[src/rtl/pipe_ctrl_pkg.sv]
// Shared types and constants for the pipeline sequencer: run modes and
// the 2-bit update codes driven into every inter-stage register.
package pipe_ctrl_pkg;

   typedef enum logic [1:0] {
      MODE_STALL = 2'd0,
      MODE_LOAD  = 2'd1,
      MODE_EXEC  = 2'd2,
      MODE_STOP  = 2'd3
   } mode_t;

   localparam logic [1:0] UPD_HOLD  = 2'b00;
   localparam logic [1:0] UPD_ADV   = 2'b01;
   localparam logic [1:0] UPD_FLUSH = 2'b10;

endpackage

[src/rtl/pipe_ctrl_exec_timer.sv]
// Execute-latency timer: counts cycles of the instruction in execute and
// flags completion once the required latency is met and no IO is pending.
module exec_timer #(
   parameter int LAT_W = 5
) (
   input  logic             clk,
   input  logic             rst,
   input  logic             in_exec,
   input  logic [LAT_W-1:0] wait_time,
   input  logic             io_busy,
   output logic             exec_done,
   output logic             e_start
);

   logic [LAT_W-1:0] latency_reg;
   logic             e_start_reg;

   assign exec_done = in_exec && (latency_reg == wait_time) && !io_busy;
   assign e_start   = e_start_reg;

   always_ff @(posedge clk) begin
      if (rst) begin
         latency_reg <= '0;
         e_start_reg <= 1'b0;
      end else if (!in_exec) begin
         latency_reg <= '0;
         e_start_reg <= 1'b0;
      end else begin
         e_start_reg <= exec_done;
         if (exec_done)
            latency_reg <= '0;
         else if (latency_reg < wait_time)
            latency_reg <= latency_reg + 1'b1;
         // otherwise latency is met and we are waiting on io_busy
      end
   end

endmodule

[src/rtl/pipe_ctrl.sv]
// Pipeline sequencer: run-mode FSM, per-register update codes for stall,
// bubble and redirect flush, and saturating performance counters.
module pipe_ctrl
   import pipe_ctrl_pkg::*;
#(
   parameter int NUM_STAGES  = 4,
   parameter int LAT_W       = 5,
   parameter int HAZ_REG     = 1,
   parameter int REDIR_FLUSH = 2,
   parameter int CNT_W       = 32
) (
   input  logic                          clk,
   input  logic                          rst,
   input  logic                          aa_received,
   input  logic                          load_done,
   input  logic                          aa_sent,
   input  logic [LAT_W-1:0]              wait_time,
   input  logic                          io_busy,
   input  logic                          hazard,
   input  logic                          redirect,
   input  logic                          stop,
   input  logic                          e_valid,
   output logic [1:0]                    mode,
   output logic [2*(NUM_STAGES-1)-1:0]   upd,
   output logic                          exec_done,
   output logic                          e_start,
   output logic [CNT_W-1:0]              cycle_cnt,
   output logic [CNT_W-1:0]              retired_cnt,
   output logic [CNT_W-1:0]              stall_cnt
);

   localparam int NUM_REGS = NUM_STAGES - 1;

   mode_t            mode_reg;
   logic [CNT_W-1:0] cycle_cnt_reg;
   logic [CNT_W-1:0] retired_cnt_reg;
   logic [CNT_W-1:0] stall_cnt_reg;
   logic             in_exec;

   assign in_exec     = (mode_reg == MODE_EXEC);
   assign mode        = mode_reg;
   assign cycle_cnt   = cycle_cnt_reg;
   assign retired_cnt = retired_cnt_reg;
   assign stall_cnt   = stall_cnt_reg;

   exec_timer #(
      .LAT_W (LAT_W)
   ) u_exec_timer (
      .clk       (clk),
      .rst       (rst),
      .in_exec   (in_exec),
      .wait_time (wait_time),
      .io_busy   (io_busy),
      .exec_done (exec_done),
      .e_start   (e_start)
   );

   function automatic logic [CNT_W-1:0] sat_inc(input logic [CNT_W-1:0] v);
      return (&v) ? v : v + 1'b1;
   endfunction

   // Per-register codes are fixed by register position; only the select is dynamic.
   generate
      for (genvar gi = 0; gi < NUM_REGS; gi++) begin : g_upd
         localparam logic [1:0] HAZ_CODE = (gi < HAZ_REG)  ? UPD_HOLD  :
                                           (gi == HAZ_REG) ? UPD_FLUSH : UPD_ADV;
         localparam logic [1:0] REDIR_CODE = (gi < REDIR_FLUSH) ? UPD_FLUSH : UPD_ADV;

         assign upd[2*gi +: 2] = !in_exec   ? UPD_FLUSH  :
                                 !exec_done ? UPD_HOLD   :
                                 redirect   ? REDIR_CODE :
                                 hazard     ? HAZ_CODE   : UPD_ADV;
      end
   endgenerate

   always_ff @(posedge clk) begin
      if (rst) begin
         mode_reg        <= MODE_STALL;
         cycle_cnt_reg   <= '0;
         retired_cnt_reg <= '0;
         stall_cnt_reg   <= '0;
      end else begin
         case (mode_reg)
            MODE_STALL: if (aa_received)          mode_reg <= MODE_LOAD;
            MODE_LOAD:  if (load_done && aa_sent) mode_reg <= MODE_EXEC;
            MODE_EXEC:  if (stop && exec_done)    mode_reg <= MODE_STOP;
            MODE_STOP:  if (aa_received)          mode_reg <= MODE_LOAD;
            default:                              mode_reg <= MODE_STALL;
         endcase

         // A restart from STOP keeps the statistics; only a fresh boot clears them.
         if (mode_reg == MODE_STALL && aa_received) begin
            cycle_cnt_reg   <= '0;
            retired_cnt_reg <= '0;
            stall_cnt_reg   <= '0;
         end else if (in_exec) begin
            cycle_cnt_reg <= sat_inc(cycle_cnt_reg);
            if (exec_done && e_valid)
               retired_cnt_reg <= sat_inc(retired_cnt_reg);
            if (!exec_done || hazard || redirect)
               stall_cnt_reg <= sat_inc(stall_cnt_reg);
         end
      end
   end

endmodule

[config.mk]
export PLATFORM = sky130hd
export DESIGN_NAME = pipe_ctrl
export DESIGN_NICKNAME = d
export VERILOG_FILES = /design/src/rtl/pipe_ctrl_pkg.sv /design/src/rtl/pipe_ctrl_exec_timer.sv /design/src/rtl/pipe_ctrl.sv
export SDC_FILE = /design/constraint.sdc
export NUM_CORES = 1
export LEC_CHECK = 0
export ABC_AREA = 0
export ABC_CLOCK_PERIOD_IN_PS = 5000
export BUFFER_PORTS_ARGS = -buffer_cell sky130_fd_sc_hd__buf_2
export CAP_MARGIN = 20
export CORE_ASPECT_RATIO = 0.75
export CORE_UTILIZATION = 50
export CTS_CLUSTER_SIZE = 20
export DETAILED_ROUTE_END_ITERATION = 10
export PLACE_DENSITY = 0.79
export SLEW_MARGIN = 15
export SYNTH_ARGS = -nofsm -noshare
export SYNTH_HDL_FRONTEND = slang
export SYNTH_SLANG_ARGS = --single-unit
export TNS_END_PERCENT = 20
[constraint.sdc]
create_clock -name clk -period 5 [get_ports clk]
set_input_delay 0.25 -clock clk [delete_from_list [all_inputs] [get_ports clk]]
set_output_delay 0.25 -clock clk [all_outputs]
set_load 0.005 [all_outputs]
Word-level counts from Yosys, hierarchy flattened
Cells that the tools add are included.
Storage, ports and cells
  bits in registers: 104
  output and inout bits: 106
Operators by class
  add/sub/neg operators: 4
  order comparisons: 1
  eq/ne operators: 7
  multiplexer cells: 14
  bitwise gates (word level): 4
  reductions and logical operators: 22
Operators by type and width (count)
  adder 32 x 1 -> 32 bit (second input constant): 3
  AND reduction 32 bit: 3
  two-way mux 2 bit: 11
  AND reduction 3 bit: 3
  logical AND 1 bit: 6
  case mux 2 bit (3 select lines): 1
  OR reduction 2 bit: 3
  adder 5 x 1 -> 5 bit (second input constant): 1
  equality test 5 bit: 1
  < comparator 5 bit: 1
  equality test 2 bit (second input constant): 2
  inequality test 2 bit (second input constant): 2
  NOT 1 bit: 4
  OR reduction 3 bit: 1
  equality test 2 x 1 -> 1 bit (second input constant): 1
  logical NOT 1 bit: 2
  logical NOT 2 bit: 1
  logical OR 1 bit: 2
  two-way mux 1 bit: 2
  inequality test 2 x 1 -> 1 bit (second input constant): 1
  AND reduction 2 bit: 1

Depth between registers and ports, before layout
  word-level depth: 7
  mapped depth: 11
  mapped depth without buffers: 8

Hierarchy
From an unflattened synthesis, not the netlist that was laid out.
Second synthesis, totals
  cells, all modules: 694
  area, all modules: 5500.3 um^2
Modules (own cells, without submodules)
  pipe_ctrl: instances 1, cells each 648, area an instance 5118.7 um^2
  exec_timer: instances 1, cells each 46, area an instance 381.6 um^2

Worst setup path after synthesis
No wires, ideal clock.
  path kind: register to register
  from: register u_exec_timer.latency_reg[0]
  to: register stall_cnt_reg[29], in the netlist stall_cnt[29]
  arrival time: 2.121 ns
  path slack: 2.752 ns
  stages on the path, launching flop included: 11
  path buffers: 2
  path through: dfxtp_1 -> inv_1 -> ha_1 -> and4_4 -> a31o_1 -> buf_6 -> or3_4 -> buf_6 -> nor4_4 -> xnor2_1 -> nor2_1
Between the ends
  word-level cells in the longest chain between the ends: 7
RTL lines
  start, declared: line pipe_ctrl_exec_timer.sv:15  | logic [LAT_W-1:0] latency_reg;
  start signal, assigned: line pipe_ctrl_exec_timer.sv:33  | latency_reg <= latency_reg + 1'b1;
  equality test 5 bit: line pipe_ctrl_exec_timer.sv:18  | assign exec_done = in_exec && (latency_reg == wait_time) && !io_busy;
  logical AND 1 bit (2 in a row): line pipe_ctrl_exec_timer.sv:18
  logical NOT 1 bit: line pipe_ctrl.sv:100  | if (!exec_done || hazard || redirect)
  logical OR 1 bit (2 in a row): line pipe_ctrl.sv:100
  AND reduction 3 bit (no line)
  end signal, assigned: line pipe_ctrl.sv:101  | stall_cnt_reg <= sat_inc(stall_cnt_reg);
  end, declared: line pipe_ctrl.sv:37  | logic [CNT_W-1:0] stall_cnt_reg;
No other way between the ends.
A chain may end at the register's enable or synchronous reset.

Worst setup path after layout
  from: register u_exec_timer.latency_reg[0]
  to: register retired_cnt_reg[26], in the netlist retired_cnt[26]
Between the ends
  word-level cells in the longest chain between the ends: 5
RTL lines
  equality test 5 bit: line pipe_ctrl_exec_timer.sv:18
  logical AND 1 bit (2 in a row): line pipe_ctrl_exec_timer.sv:18
  logical AND 1 bit: line pipe_ctrl.sv:98  | if (exec_done && e_valid)
  AND reduction 3 bit (no line)
  end signal, assigned: line pipe_ctrl.sv:99  | retired_cnt_reg <= sat_inc(retired_cnt_reg);
  end, declared: line pipe_ctrl.sv:36  | logic [CNT_W-1:0] retired_cnt_reg;
No other way between the ends.

==> reports/results.tsv <==
metric	value	unit
outcome	completed	
total number of nets in the final design	763	
capturing element type of the critical path	register	
vias in the first global route	4428	
Routed Antenna Nets	0	
num rows	32	
Primary FF master, synth	sky130_fd_sc_hd__dfxtp_1	
Worst Tran Pin Value	1.04	ns
pin count of the biggest net entering global routing	56	
number of top-level design ports	121	
DIE WIDTH	121	um
CTS tree	built	
Relative slew margins	30.6	%
maximum net fanout on the critical path	7	
share of final-layout standard cells stronger than drive strength 1	21.6	%
# H-tree levels	3	
CP required	5.19	ns
area growth from synthesis to layout	18.2	%
global-route wire length before repair	21100	um
post-synthesis area per instance	8.54	sq um
cell seen most often among critical-path stages	sky130_fd_sc_hd__nand4_1	
share of flip-flops with an asynchronous set or reset	0	%
post-DP HPWL	9410	um
DRC errors left	0	
maximum number of buffers from clock root to sink	2	
detailed-route wire length	12800	um
clock latency at the later pin of the worst-skew pair	0.34	ns
Hold Violations, Final	0	
total negative slack for setup checks	0	ns
leading cell types in the layout, fill and taps excluded	sky130_fd_sc_hd__buf_2, sky130_fd_sc_hd__dfxtp_1, sky130_fd_sc_hd__nor2_1, sky130_fd_sc_hd__xor2_1, sky130_fd_sc_hd__nand3_1	
number of enable-type register cells in the synthesized netlist	0	
post-synthesis instance area	5340	sq um
post-place instance area	6010	sq um
Worst Path Arrival	2.91	ns
GPL Wtd Cong	0.883	
starting density of the core	51.7	%
unrepaired setup endpoints after global routing	false	
clock tree skew after final layout	0.00946	ns
Distinct cells, synth	55	
hold buffer count at CTS	0	
post-layout instance count excluding filler cells	877	
upper clock frequency limit	367	MHz
number of max-slew violations in the final report	0	
leakage dissipation	2.48	nW
cells along the critical path	inv_1 -> ha_1 -> and4_4 -> nand4_1 -> nor4_1 -> nand4_1 -> xor2_1 -> nor2_1	
maximum cell stage delay along the critical path	0.76	ns
number of buffers created by CTS	9	
max-capacitance violation count	0	
clock transition at the registers of the reported paths	0.07	ns
Finished Cell Area	6310	sq um
most frequent standard cell in the layout excluding fill and tap cells	sky130_fd_sc_hd__buf_2	
average wire length per cell after detail routing	14.6	um
top cells by area in the synthesized netlist	sky130_fd_sc_hd__dfxtp_1, sky130_fd_sc_hd__xor2_1, sky130_fd_sc_hd__nor2_1	
Min Clock Period, post-route	2.72	ns
count of antenna diodes in the layout	0	
Vert. Die Dim	91.5	um
port bufs	120	
number of placed instances, taps included	861	
number of sinks on the clock net	104	
1st-pass router iterations	5	
count of synthesis-stage warnings from yosys	0	
largest area contributor in the synthesized netlist	sky130_fd_sc_hd__dfxtp_1	
post-synthesis net count	652	
number of cells upsized or downsized after cts	0	
vias after detailed routing	4915	
Max IR drop VDD	0.200	mV
via count normalized by instance count	5.60	
power per cell area	278	nW/um^2
proportion of synthesized chip area in sequential cells	39.0	%
DRC violation total after the first TritonRoute iteration	316	
share of Yosys cell area claimed by the top area cell type	39.0	%
post-synthesis cell count	625	
min setup slack post-route	2.28	ns
area of the core	10300	sq um
antenna violations before repair	0	
CTS Root Cell	sky130_fd_sc_hd__clkbuf_16	
Overflow after GRT	0	
min-delay worst type	in -> reg	
ratio of final minimum period to clock period	54.4	%
setup violators final	0	
register bit total from synthesis	104	
critical path type	reg -> reg	
Worst setup SP type	register	
Overall Global Routing Usage	23.4	%
number of buffers inserted to repair setup after CTS	0	
total die area	11100	sq um
slowest cell on the critical path	sky130_fd_sc_hd__nor4_1	
setup slack at placement	2.34	ns
==> report_power, final <==
group,leakage (nW),switching (W),internal [W]
Clock,0.145,0.000312,0.000394
Combinational,1.50,0.000130,0.0000616
Sequential,0.838,0.0000187,0.000841
==> synthesized netlist by cell type, types with 2 or more instances <==
cell type	n
sky130_fd_sc_hd__or4_1	4
sky130_fd_sc_hd__or3_1	14
sky130_fd_sc_hd__and4_4	2
sky130_fd_sc_hd__nor2b_1	2
sky130_fd_sc_hd__clkbuf_1	15
sky130_fd_sc_hd__and4_1	11
sky130_fd_sc_hd__ha_1	12
sky130_fd_sc_hd__nor4b_1	2
sky130_fd_sc_hd__o21ai_0	14
sky130_fd_sc_hd__dfxtp_1	104
sky130_fd_sc_hd__and2_1	8
sky130_fd_sc_hd__inv_1	13
sky130_fd_sc_hd__nand2_1	45
sky130_fd_sc_hd__nand4b_1	3
sky130_fd_sc_hd__xnor2_1	34
sky130_fd_sc_hd__nor4_2	2
sky130_fd_sc_hd__and3_1	16
sky130_fd_sc_hd__buf_6	2
sky130_fd_sc_hd__buf_2	2
sky130_fd_sc_hd__nor4_1	11
sky130_fd_sc_hd__buf_4	4
sky130_fd_sc_hd__o31ai_1	2
sky130_fd_sc_hd__nor2_1	97
sky130_fd_sc_hd__or4_4	2
sky130_fd_sc_hd__nand3_2	2
sky130_fd_sc_hd__o211ai_1	3
sky130_fd_sc_hd__nand3_1	46
sky130_fd_sc_hd__mux2i_1	2
sky130_fd_sc_hd__a21oi_1	14
sky130_fd_sc_hd__o21a_1	4
sky130_fd_sc_hd__xor2_1	47
sky130_fd_sc_hd__nor3_1	19
sky130_fd_sc_hd__nand2b_1	3
sky130_fd_sc_hd__nand4_1	40
sky130_fd_sc_hd__nor4_4	4
==> cell type report <==
type	count	area (sq um)
clock buffer	11	233
clock inverter	5	65.1
fill	911	4020
timing repair buffer	123	623
sequential	104	2080
inverter	13	48.8
multi-input combinational	485	3090
tap	136	170
==> routing by layer <==
layer  track usage, %  vias to the layer above  part of all wire, %
li1                 -                     2438                    -
met3             5.15                       14                  5.5
met4             5.97                        0                  1.2
met5                0                        -                    0
met2             37.1                      138                   46
met1             31.9                     2325                   47
==> logic make-up (layout without fill, tap and decap cells) <==
group	after synthesis	count (layout)	share of synthesized area, %
buffers and inverters	36	152	3.14
adder cells (fa/ha/maj)	12	12	2.81
AO/OA/AOI/OAI	46	46	5.41
multiplexers	2	2	0.375
flip-flops	104	104	39.0
AND/OR/NAND/NOR	344	344	36.0
XOR/XNOR	81	81	13.3
==> worst max-delay path: cells and delay by family (launching register included) <==
| kind | cells | cell delay, ns |
|---|---|---|
| xor gates and xnor gates | 1 | 0.18 |
| and+or+nand+nor | 5 | 1.62 |
| buffers and inverters | 1 | 0.06 |
| adders and majority gates | 1 | 0.30 |
| DFF | 1 | 0.41 |
==> final timing paths <==
| kind | start | end | slack [ns] | cells after the start |
|---|---|---|---|---|
| worst max register to register | u_exec_timer.latency_reg[0] | retired_cnt[26] | 2.28 | 8 |
| worst max-delay path | u_exec_timer.latency_reg[0] | retired_cnt[26] | 2.28 | 8 |
| worst min-delay path | rst | mode[1] | 0.18 | 2 |
| worst min register to register | stall_cnt[28] | stall_cnt[28] | 0.50 | 2 |
==> through the flow <==
step           power (W)  util, %  hold slack (ns)
2_1_floorplan    0.00101        -            0.322
3_3_place_gp     0.00106     58.2            0.475
3_5_place_dp     0.00107     58.2            0.489
4_1_cts          0.00178     61.1            0.159
5_1_grt          0.00184     61.1            0.192
6_report         0.00176     61.1            0.176
Power figures use the tool's default switching activity.
